$ cat src/rtl/mdl_mskreg.sv
// Mask shift register: serially captures bootloop mask bits into a store during
// acquisition and replays the store, one bit per slot event, after each load strobe.
module mdl_mskreg #(
    parameter int MASK_LEN = 16
) (
    input  logic                i_MCLK,
    input  logic                i_RST_n,
    input  logic                i_CLK2M_PCEN_n,
    input  logic [19:0]         i_ROT20_n,
    input  logic                i_4BEN_n,
    input  logic                i_ACQ_MSK,
    input  logic                i_BDI,
    input  logic                i_MSKREG_SR_LD,
    output logic                o_MSK_BIT,
    output logic                o_MSK_VALID,
    output logic                o_ACQ_DONE,
    output logic [MASK_LEN-1:0] o_MSK_STORE
);

    localparam int ACQ_W = (MASK_LEN > 1) ? $clog2(MASK_LEN) : 1;
    localparam int OUT_W = $clog2(MASK_LEN + 1);
    localparam logic [ACQ_W-1:0] ACQ_LAST = ACQ_W'(MASK_LEN - 1);
    localparam logic [OUT_W-1:0] OUT_FULL = OUT_W'(MASK_LEN);

    logic                tick;
    logic                slot_evt;
    logic                rot_unused;

    logic [MASK_LEN-1:0] store_q,    store_d;
    logic [MASK_LEN-1:0] out_sr_q,   out_sr_d;
    logic [ACQ_W-1:0]    acq_cnt_q,  acq_cnt_d;
    logic [OUT_W-1:0]    out_cnt_q,  out_cnt_d;
    logic                valid_q,    valid_d;
    logic                acq_done_q, acq_done_d;

    assign tick       = ~i_CLK2M_PCEN_n;
    // Phase 10 only counts as a slot in 4-bit mode, giving two slots per rotation.
    assign slot_evt   = ~i_ROT20_n[0] | (~i_4BEN_n & ~i_ROT20_n[10]);
    assign rot_unused = &{i_ROT20_n[19:11], i_ROT20_n[9:1]};

    always_comb begin
        store_d    = store_q;
        out_sr_d   = out_sr_q;
        acq_cnt_d  = acq_cnt_q;
        out_cnt_d  = out_cnt_q;
        valid_d    = valid_q;
        acq_done_d = acq_done_q;

        if (tick) begin
            acq_done_d = 1'b0;
            if (i_ACQ_MSK) begin
                if (slot_evt) begin
                    store_d = {store_q[MASK_LEN-2:0], i_BDI};
                    if (acq_cnt_q == ACQ_LAST) begin
                        acq_cnt_d  = '0;
                        acq_done_d = 1'b1;
                    end else begin
                        acq_cnt_d = acq_cnt_q + ACQ_W'(1);
                    end
                end
            end else begin
                acq_cnt_d = '0;
            end

            // Load reads the pre-shift store, so a same-tick capture lands next time.
            if (i_MSKREG_SR_LD) begin
                out_sr_d  = store_q;
                out_cnt_d = OUT_FULL;
                valid_d   = 1'b1;
            end else if (slot_evt && (out_cnt_q != '0)) begin
                out_sr_d  = {out_sr_q[MASK_LEN-2:0], 1'b0};
                out_cnt_d = out_cnt_q - OUT_W'(1);
                valid_d   = (out_cnt_q != OUT_W'(1));
            end
        end
    end

    always_ff @(posedge i_MCLK) begin
        if (!i_RST_n) begin
            store_q    <= '0;
            out_sr_q   <= '0;
            acq_cnt_q  <= '0;
            out_cnt_q  <= '0;
            valid_q    <= 1'b0;
            acq_done_q <= 1'b0;
        end else begin
            store_q    <= store_d;
            out_sr_q   <= out_sr_d;
            acq_cnt_q  <= acq_cnt_d;
            out_cnt_q  <= out_cnt_d;
            valid_q    <= valid_d;
            acq_done_q <= acq_done_d;
        end
    end

    assign o_MSK_BIT   = out_sr_q[MASK_LEN-1] & valid_q;
    assign o_MSK_VALID = valid_q;
    assign o_ACQ_DONE  = acq_done_q;
    assign o_MSK_STORE = store_q;

endmodule

$ cat config.mk
export PLATFORM = sky130hd
export DESIGN_NAME = mdl_mskreg
export DESIGN_NICKNAME = d
export VERILOG_FILES = /design/src/rtl/mdl_mskreg.sv
export SDC_FILE = /design/constraint.sdc
export NUM_CORES = 1
export LEC_CHECK = 0
export ABC_CLOCK_PERIOD_IN_PS = 1800
export BUFFER_PORTS_ARGS = -buffer_cell sky130_fd_sc_hd__buf_2
export CORE_MARGIN = 5
export CORE_UTILIZATION = 40
export DETAILED_ROUTE_END_ITERATION = 16
export SYNTH_ARGS = -nofsm -noshare
export SYNTH_HDL_FRONTEND = slang
export SYNTH_SLANG_ARGS = --single-unit
$ cat constraint.sdc
create_clock -name i_MCLK -period 1.8 [get_ports i_MCLK]
set_clock_uncertainty 0.2 [all_clocks]
set_input_delay 0.36 -clock i_MCLK [delete_from_list [all_inputs] [get_ports i_MCLK]]
set_output_delay 0.36 -clock i_MCLK [all_outputs]
set_load 0.005 [all_outputs]
==> results.md, run 1 <==
- In this run the power density over the cells is 862 nW/um2.
- Routability-driven placement finished with a final weighted congestion of between 0.7 and 0.8.
- The internal power component is 1.52 mW.
- The slew of the pin with the lowest slew margin is 0.394 ns.
- For this design the static power due to leakage is 1.13 nW.
- The design draws 2.05 mW.
- For the worst setup path, the data required time is 1.79 ns.
- The top-area cell type share of the netlist area is 44.3%.
- The flow ran to the end, and the final reports show no timing, DRC or antenna violations.
- 0 antenna diodes ended up in the layout.
- Setup repair after global routing left no endpoint under its margin.
- CTS built an H-tree with a depth of 2.
- Headroom to the max-slew limit came out at 73.7%.
- Setup violations remaining at the end of the flow were counted as 0.
- Once the floorplan was initialized, standard cells occupied 41.1% of the core.
- The max-capacitance violation count is 0.
- In this run the cell area measured after placement is 2240 um2.
- Hold timing on the final database bottoms out at a slack of 0.111 ns.
- Synthesis produced a netlist with a net count of 244.
- The synthesized netlist occupies a cell area of 1940 um2.
- Registers are responsible for 50.8% of the overall power.
- Global routing consumed, over all layers together, 14.0% of the routing resources.
- CTS placed an instance of clkbuf_8 at the clock tree root.
- The quantity of I/O buffers inserted on ports is 27.
- Fill cells in the final layout number 466.
- The fmax is 589 MHz.
- The initial antenna violation count came to 0.
- Buffers inserted during clock tree synthesis total 5.
- The max-slew violation count is 0.
- After detailed routing, the average wire length per cell comes to 13.2 um.
- The clock passes through at most 2 buffers.
- The dominant register cell in the synthesized netlist is dfxtp_1.
- The full die area is 6350 um2.
- The number of register bits inferred by synthesis is between 40 and 50.
- The aggregate negative setup slack is 0 ns.
- The wire length reported by the detailed router is between 4000 and 5000 um.
- Once detailed placement completed, the half-perimeter wirelength came to 2740 um.
- The sequential element share of the synthesized area is approximately 44%.
- The TritonCTS clock tree is built.
- At the end of the flow, the number of nets in the layout was ~280.
- Once the clock tree was built, the setup fixing pass inserted 0 buffers.
- The average cell area after synthesis is 9.08 um2.
- Cells with a size suffix above 1 make up between 20% and 30% of the layout.
- Counting flops with a built-in enable in the synthesized netlist gives 0.
- Yosys printed 0 warnings.
- The worst hold path belongs to the class in2reg.
- In this design, the largest share of critical-path delay is due to compound AO/OA/AOI/OAI gates.
- The first global-routing pass estimated about 6900 um of wire.
- The total global routing overflow is 0.
- The kind of end point of the critical path is a flip-flop.
- The setup slack after placement is -0.0762 ns.
- Data on the critical path arrives at its endpoint at 1.69 ns.
- The first routing iteration left 70 violations.
- The first TritonRoute pass finished after 4 iterations.
- The worst vdd rail ir drop is 0.000599 V.
- The peak per-stage delay on the critical path is 0.33 ns.
- Once detail routing completed, the nets flagged for antenna violations numbered 0.
- The final core area utilization is 50.3%.
- In this run switching power makes up 25.9% of total power.
- The critical path goes through inv_1 > ha_2 > a221oi_4 > buf_4 > a2bb2oi_1 > nor2b_1.
- CTS saw 43 sinks.
- In this run the power spent charging and discharging nets is 0.530 mW.
- From synthesis to final layout, the design area changed by 22.3%.
- After clock tree synthesis, the clock-pin slew on the worst setup and hold paths is 0.08 ns.
- The number of endpoints with negative hold slack in the final report is 0.
- The post-route cell area is 2380 um2.
- Sorting the synthesized cells by area gives the leading types as dfxtp_1 (44%), nand2_1 (10%), o211a_1 (8.8%).
- The fraction of power consumed by the clock network is 33.2%.
- The row count is 25.
- The number of cells in the finished layout apart from fillers is 314.
- The routed via count is 1592.
- The floorplan step set the die height to 79.7 um.
- The largest net degree at the start of global routing is 27.
- The distinct cell type count of the synthesized netlist is 37.
- The share of synthesized registers carrying an async set or reset is 0%.
- The floorplan step set the die width to 79.7 um.
- The DRC violation count after routing is 0.
- The largest fanout on the critical path is 17.
- The number of buffer and inverter stages on the critical path is 2.
- Synthesis produced a netlist whose cell count is 214.
- The combinational fraction of design power is 15.9%.
- Summed over all instances, the cell type with the most area after synthesis is dfxtp_1.
- The post-route clock period utilization is 94.3%.
- At the later pin of the worst-skew pair, clock insertion delay measures 0.29 ns.
- The worst path needs between 1.5 and 2 ns of the cycle, external delays included.
- The number of global-route vias before repair is 1507.
- The nature of the critical path startpoint is a flip-flop.
- Across all setup checks in the final design, the least slack found is 0.103 ns.
- The region available for standard cell placement spans 4720 um2.
- The slowest cell on the critical path is dfxtp_1.
- The worst setup path is of the reg2reg kind.
- For this design the top-level I/O count stands at 46.
- Using the TritonRoute via totals, the vias-per-cell ratio works out to 5.07.
- The post-placement cell count is 306.
-- cells by family (layout without fill, tap and decap cells) --
group	count (synthesis)	after routing	share of synthesized area, %
buffers and inverters	21	54	5.02
AND/OR/NAND/NOR	76	76	17.2
XOR/XNOR	1	1	0.451
adder cells (fa/ha/maj)	3	3	1.93
flip-flops	43	43	44.3
multiplexers	14	14	7.21
AO/OA/AOI/OAI	56	56	23.9
-- per-layer routing --
metal	wire, um	part of all wire [%]	track usage (%)
met5	0	0	0
met4	39	0.94	4.64
met3	206	5.0	4.63
met2	1820	44	22.1
met1	2070	50	17.9
-- synth_stat cells (4+ instances only) --
cell type  count
nand2_1       53
dfxtp_1       43
a21boi_0      17
o211a_1       17
mux2i_1       14
clkbuf_1       7
buf_2          6
inv_1          6
nand3_1        5
nor2_1         5
o21ai_1        4
-- worst reg2reg max path, cell delays in order (launching register included) --
cell and delay [ns]:
dfxtp_1 0.33, inv_1 0.05, ha_2 0.20, a221oi_4 0.31
buf_4 0.27, a2bb2oi_1 0.18, nor2b_1 0.06
-- sequential cells by signal, indices dropped and copies added (netlist names) --
name         flops
acq_cnt_q        4
o_ACQ_DONE       1
o_MSK_STORE     16
o_MSK_VALID      1
out_cnt_q        5
out_sr_q        16
-- power by group through the flow --
stage	Sequential, mW	Combinational [mW]	Clock (mW)
after floorplan	1.05	0.211	0
after global placement	1.06	0.306	0
after detailed placement	1.06	0.310	0
after CTS	1.04	0.317	0.705
after global routing	1.05	0.362	0.743
final	1.04	0.327	0.681
-- final cells by class --
cell class                      instances  area, um2  share of cell area [%]
Multi-Input combinational cell        150       1020                    43.0
Sequential cell                        43        862                    36.3
Timing Repair Buffer                   40        283                    11.9
Clock buffer                            7       96.3                    4.05
Tap cell                               67       83.8                    3.53
Inverter                                6       22.5                   0.947
Clock inverter                          1       7.51                   0.316
-- path summary, 6_finish.rpt --
path                 from             end  slack (ns)  cells after the start
min reg2reg    o_ACQ_DONE      o_ACQ_DONE        0.28                      2
min                 i_BDI  o_MSK_STORE[0]        0.11                      3
max reg2reg  out_cnt_q[0]    out_cnt_q[1]        0.10                      6
max          out_cnt_q[0]    out_cnt_q[1]        0.10                      6
-- timing repair --
item | CTS | global route
hold buffers | 0 | 0
pin swaps | 0 | 2
resized for setup | 2 | 4
endpoints found under the setup margin | 1 | 8
-- layout by cell type (no fill, tap or decap), types with 2 or more instances in the layout --
cell and n:
ha_1 2, inv_1 6, dfxtp_1 42, o21ai_0 3, and2_1 2, a22oi_1 2
nand4_1 2, nand3_1 5, a21boi_0 17, buf_4 9, o21ai_1 4, nand2_1 53
buf_2 27, nor2_1 5, o211a_1 17, o21a_1 2, nor2b_1 3, buf_12 4
clkbuf_8 7, mux2i_1 14, a21o_1 2
Note: power is estimated with default switching activity, not from simulation.
==> run 2, diff against run 1 <==
--- a/config.mk
+++ b/config.mk
@@ -5,6 +5,7 @@
 export SDC_FILE = /design/constraint.sdc
 export NUM_CORES = 1
 export LEC_CHECK = 0
+export ABC_AREA = 1
 export ABC_CLOCK_PERIOD_IN_PS = 1800
 export BUFFER_PORTS_ARGS = -buffer_cell sky130_fd_sc_hd__buf_2
 export CORE_MARGIN = 5
==> results.md, run 2 <==
- The post-placement cell count is 386 (+26%).
- The first-pass GRT wire length was 7920 um (+14%).
- The dominant register cell in the synthesized netlist is dfxtp_1.
- The top-area cell type share of the netlist area is 40.9% (-3.4 points).
- The peak per-stage delay on the critical path is 0.37 ns (+0.04 ns).
- The fmax is 616 MHz (+4.6%).
- The most common library cell in the layout ignoring fill and taps is nor2_1.
- The quantity of I/O buffers inserted on ports is 27 (unchanged).
- The post-cts sizing count is 0 (-2).
- The number of cells in the finished layout apart from fillers is 394 (+25%).
- The number of endpoints with negative hold slack in the final report is 0 (unchanged).
- The number of sinks driven by the clock tree is 43 (unchanged).
- The number of buffers created by CTS is 5 (unchanged).
- The nature of the critical path startpoint is a flip-flop.
- The synthesized netlist net count is 326 (+34%).
- The core region area is 5110 um2 (+8.1%).
- The height of the die is 82.5 um (+3.5%).
- On the critical path, the stage with the largest delay is an instance of dfxtp_2.
- The minimum clock period after layout is 1.62 ns (-0.0740 ns).
- The effective utilization at floorplan is 41.2% (+0.042 points).
- The max-slew violation count is 0 (unchanged).
- Of all cell types, the one taking the most synthesized area is dfxtp_1.
- The boundary pin count is 46 (unchanged).
- The slew of the pin with the lowest slew margin was 0.451 ns (+0.0567 ns).
- The aggregate negative setup slack is 0 ns (unchanged).
- The fraction of layout instances using a drive strength above 1 came to 23.1% (+0.88 points).
- The share of synthesized registers carrying an async set or reset is 0% (unchanged).
- The max-capacitance violation count was 0 (unchanged).
- The number of register bits inferred by synthesis is 43 (unchanged).
- Setup repair after global routing left no endpoint under its margin.
- The count of hold buffers inserted by post-cts repair is 0 (unchanged).
- The critical path in this run is classified as reg2reg.
- The routed via count came to 1845 (+16%).
- Among the stages of the critical path, the cell type that occurs most often is nand3_4.
- The initial antenna violation count is 0 (unchanged).
- The placer's final routability congestion estimate is 0.716 (+1.8%).
- STA classifies the critical path endpoint as a flip-flop.
- The largest net degree at the start of global routing was 33 (+22%).
- By count the netlist is led by nor2_1 (59), nand2_1 (51), dfxtp_1 (43).
- The worst vdd rail ir drop is 0.000710 V (+18%).
- The data arrival at the endpoint of the critical path is 1.66 ns (-0.03 ns).
- Relative to the synthesized area, the layout overhead comes to 14.6%.
- The wire length reported by the detailed router is 4470 um (+8.0%).
- The overall routing resource usage came to 15.0% (+0.96 points).
- Walking the worst path, the cells encountered are inv_1 > ha_1 > nand3_4 > nand3_4 > buf_4 > nand3_1 > nand2_1 > nor2_2.
- The width of the die is 82.5 um (+3.5%).
- The flow ran to the end, and the final reports show no timing, DRC or antenna violations.
- The sequential element share of the synthesized area was 40.9% (-3.4 points).
- The post-route clock period utilization is 90.2% (-4.1 points).
- The gate count after technology mapping is 296 (+38%).
- The post-CTS setup buffer count is 0 (unchanged).
- The number of antenna repair diodes is 0 (unchanged).
- The distinct cell type count of the synthesized netlist is 26 (-30%).
- The remaining max-slew budget at the tightest pin is 69.6% (-4.1 points).
- The DRC violation count after routing is 0 (unchanged).
- The iteration count of the initial detailed-routing pass came to 4 (unchanged).
- The required time at the endpoint of the critical path is 1.84 ns (+0.05 ns).
- The row count is 26 (+4.0%).
- The clock-pin slew on the worst setup and hold paths is 0.09 ns (about the same).
- The full die area is 6810 um2 (+7.2%).
- The largest fanout on the critical path is 9 (-8).
- The number of warnings issued by yosys came to 0 (unchanged).
- The detailed placement HPWL was 3060 um (+12%).
- In the layout the commonest cells are nor2_1 (59), nand2_1 (51), dfxtp_1 (42).
- The via density per instance is 4.68 (-7.6%).
- The average cell area after synthesis is 7.11 um2 (-22%).
- The number of buffers between clock root and the deepest sink is 2 (unchanged).
- The number of violations reported at the end of detailed-routing iteration 0 came to 96 (+37%).
- The post-detailed-route count of antenna-violating nets is 0 (unchanged).
- TritonCTS built the clock tree.
- The source-to-sink clock delay at the later pin of the worst-skew pair is 0.30 ns (about the same).
- The total global routing overflow is 0 (unchanged).
- The number of buffer and inverter stages on the critical path is 2 (unchanged).
- The leakage power figure is 1.07 nW (-4.8%).
- The min-delay analysis places its worst path in the category in2reg.
- The deepest level of the CTS H-tree was 2 (unchanged).
- The post-synthesis instance area is 2100 um2 (+8.2%).
- The most frequent cell after synthesis is nor2_1.
- By area the synthesized netlist is led by dfxtp_1 (41%), nor2_1 (11%), nand2_1 (9.1%).
- The number of nets in the finished design is 353 (+28%).
- The tree is rooted in a clkbuf_8.
- The number of global-route vias before repair is 1698 (+13%).
- The number of setup violations in the final report is 0 (unchanged).
- The family of cells with the greatest summed delay on the critical path is simple AND/OR/NAND/NOR gates.
- The power per standard cell area is 900 nW/um2 (+4.4%).
- The routed wire length per instance is 11.3 um (-14%).
- The number of enable-type register cells in the synthesized netlist was 0 (unchanged).
run 2: cell types whose count changed after synthesis, sizes merged, moves of 3 or more:
cell / change
o21ai: +26
nand3: +18
inv: +22
a21boi: -17
o211a: -17
nand3b: +3
mux2i: -14
nor2b: -3
a21oi: +8
nor2: +76
run 2: worst paths after layout:
check / start / to / slack [ns] / cells past startpoint
min: i_BDI / o_MSK_STORE[0] / 0.12 / 3
max reg2reg: out_cnt_q[0] / out_sr_q[7] / 0.18 / 8
max: out_cnt_q[0] / out_sr_q[7] / 0.18 / 8
min reg2reg: o_ACQ_DONE / o_ACQ_DONE / 0.26 / 2
run 2: layout make-up:
cell class | instances | area [um2]
Sequential cell | 43 | 862
Tap cell | 70 | 87.6
Multi-Input combinational cell | 211 | 1040
Inverter | 28 | 110
Clock inverter | 3 | 23.8
Timing Repair Buffer | 34 | 213
Clock buffer | 5 | 68.8
Fill cell | 541 | 2700
run 2: cell families after synthesis:
logic type                 share of synthesized area, %
adders and majority gates                          1.78
DFF                                                40.9
xor gates and xnor gates                           1.25
AOI/OAI and AO/OA                                  10.5
and+or+nand+nor                                    36.1
buffers and inverters                              9.40
run 2: metrics by stage:
stage	cell area (um2)	utilization [%]	power, mW	setup WS, ns	hold WS [ns]
floorplan	2100	-	1.45	0.262	0.253
global placement	2320	45.3	1.55	0.170	0.245
detailed placement	2320	45.3	1.55	0.155	0.247
CTS	2410	47.2	2.20	0.110	0.118
global route	2410	47.2	2.31	0.0593	0.148
finish	2410	47.2	2.17	0.177	0.117
run 2: worst min-delay path, delay by kind of cell:
family,cells,cell delay (ns)
AO/OA/AOI/OAI,1,0.07
buffers and inverters,1,0.07
AND/OR/NAND/NOR,1,0.08
run 2: metal layers:
| layer | part of all wire (%) | track usage, % | wire length, um |
|---|---|---|---|
| met1 | 50 | 20.0 | 2230 |
| met2 | 45 | 24.3 | 2020 |
| met3 | 3.6 | 3.36 | 159 |
| met4 | 1.1 | 3.92 | 49 |
| met5 | 0 | 0 | 0 |
run 2: power breakdown:
| group | leakage, nW | total (mW) | internal, mW | switching, mW |
|---|---|---|---|---|
| Combinational | 0.680 | 0.455 | 0.179 | 0.276 |
| Clock | 0.0408 | 0.640 | 0.278 | 0.362 |
| Sequential | 0.353 | 1.07 | 1.03 | 0.0455 |
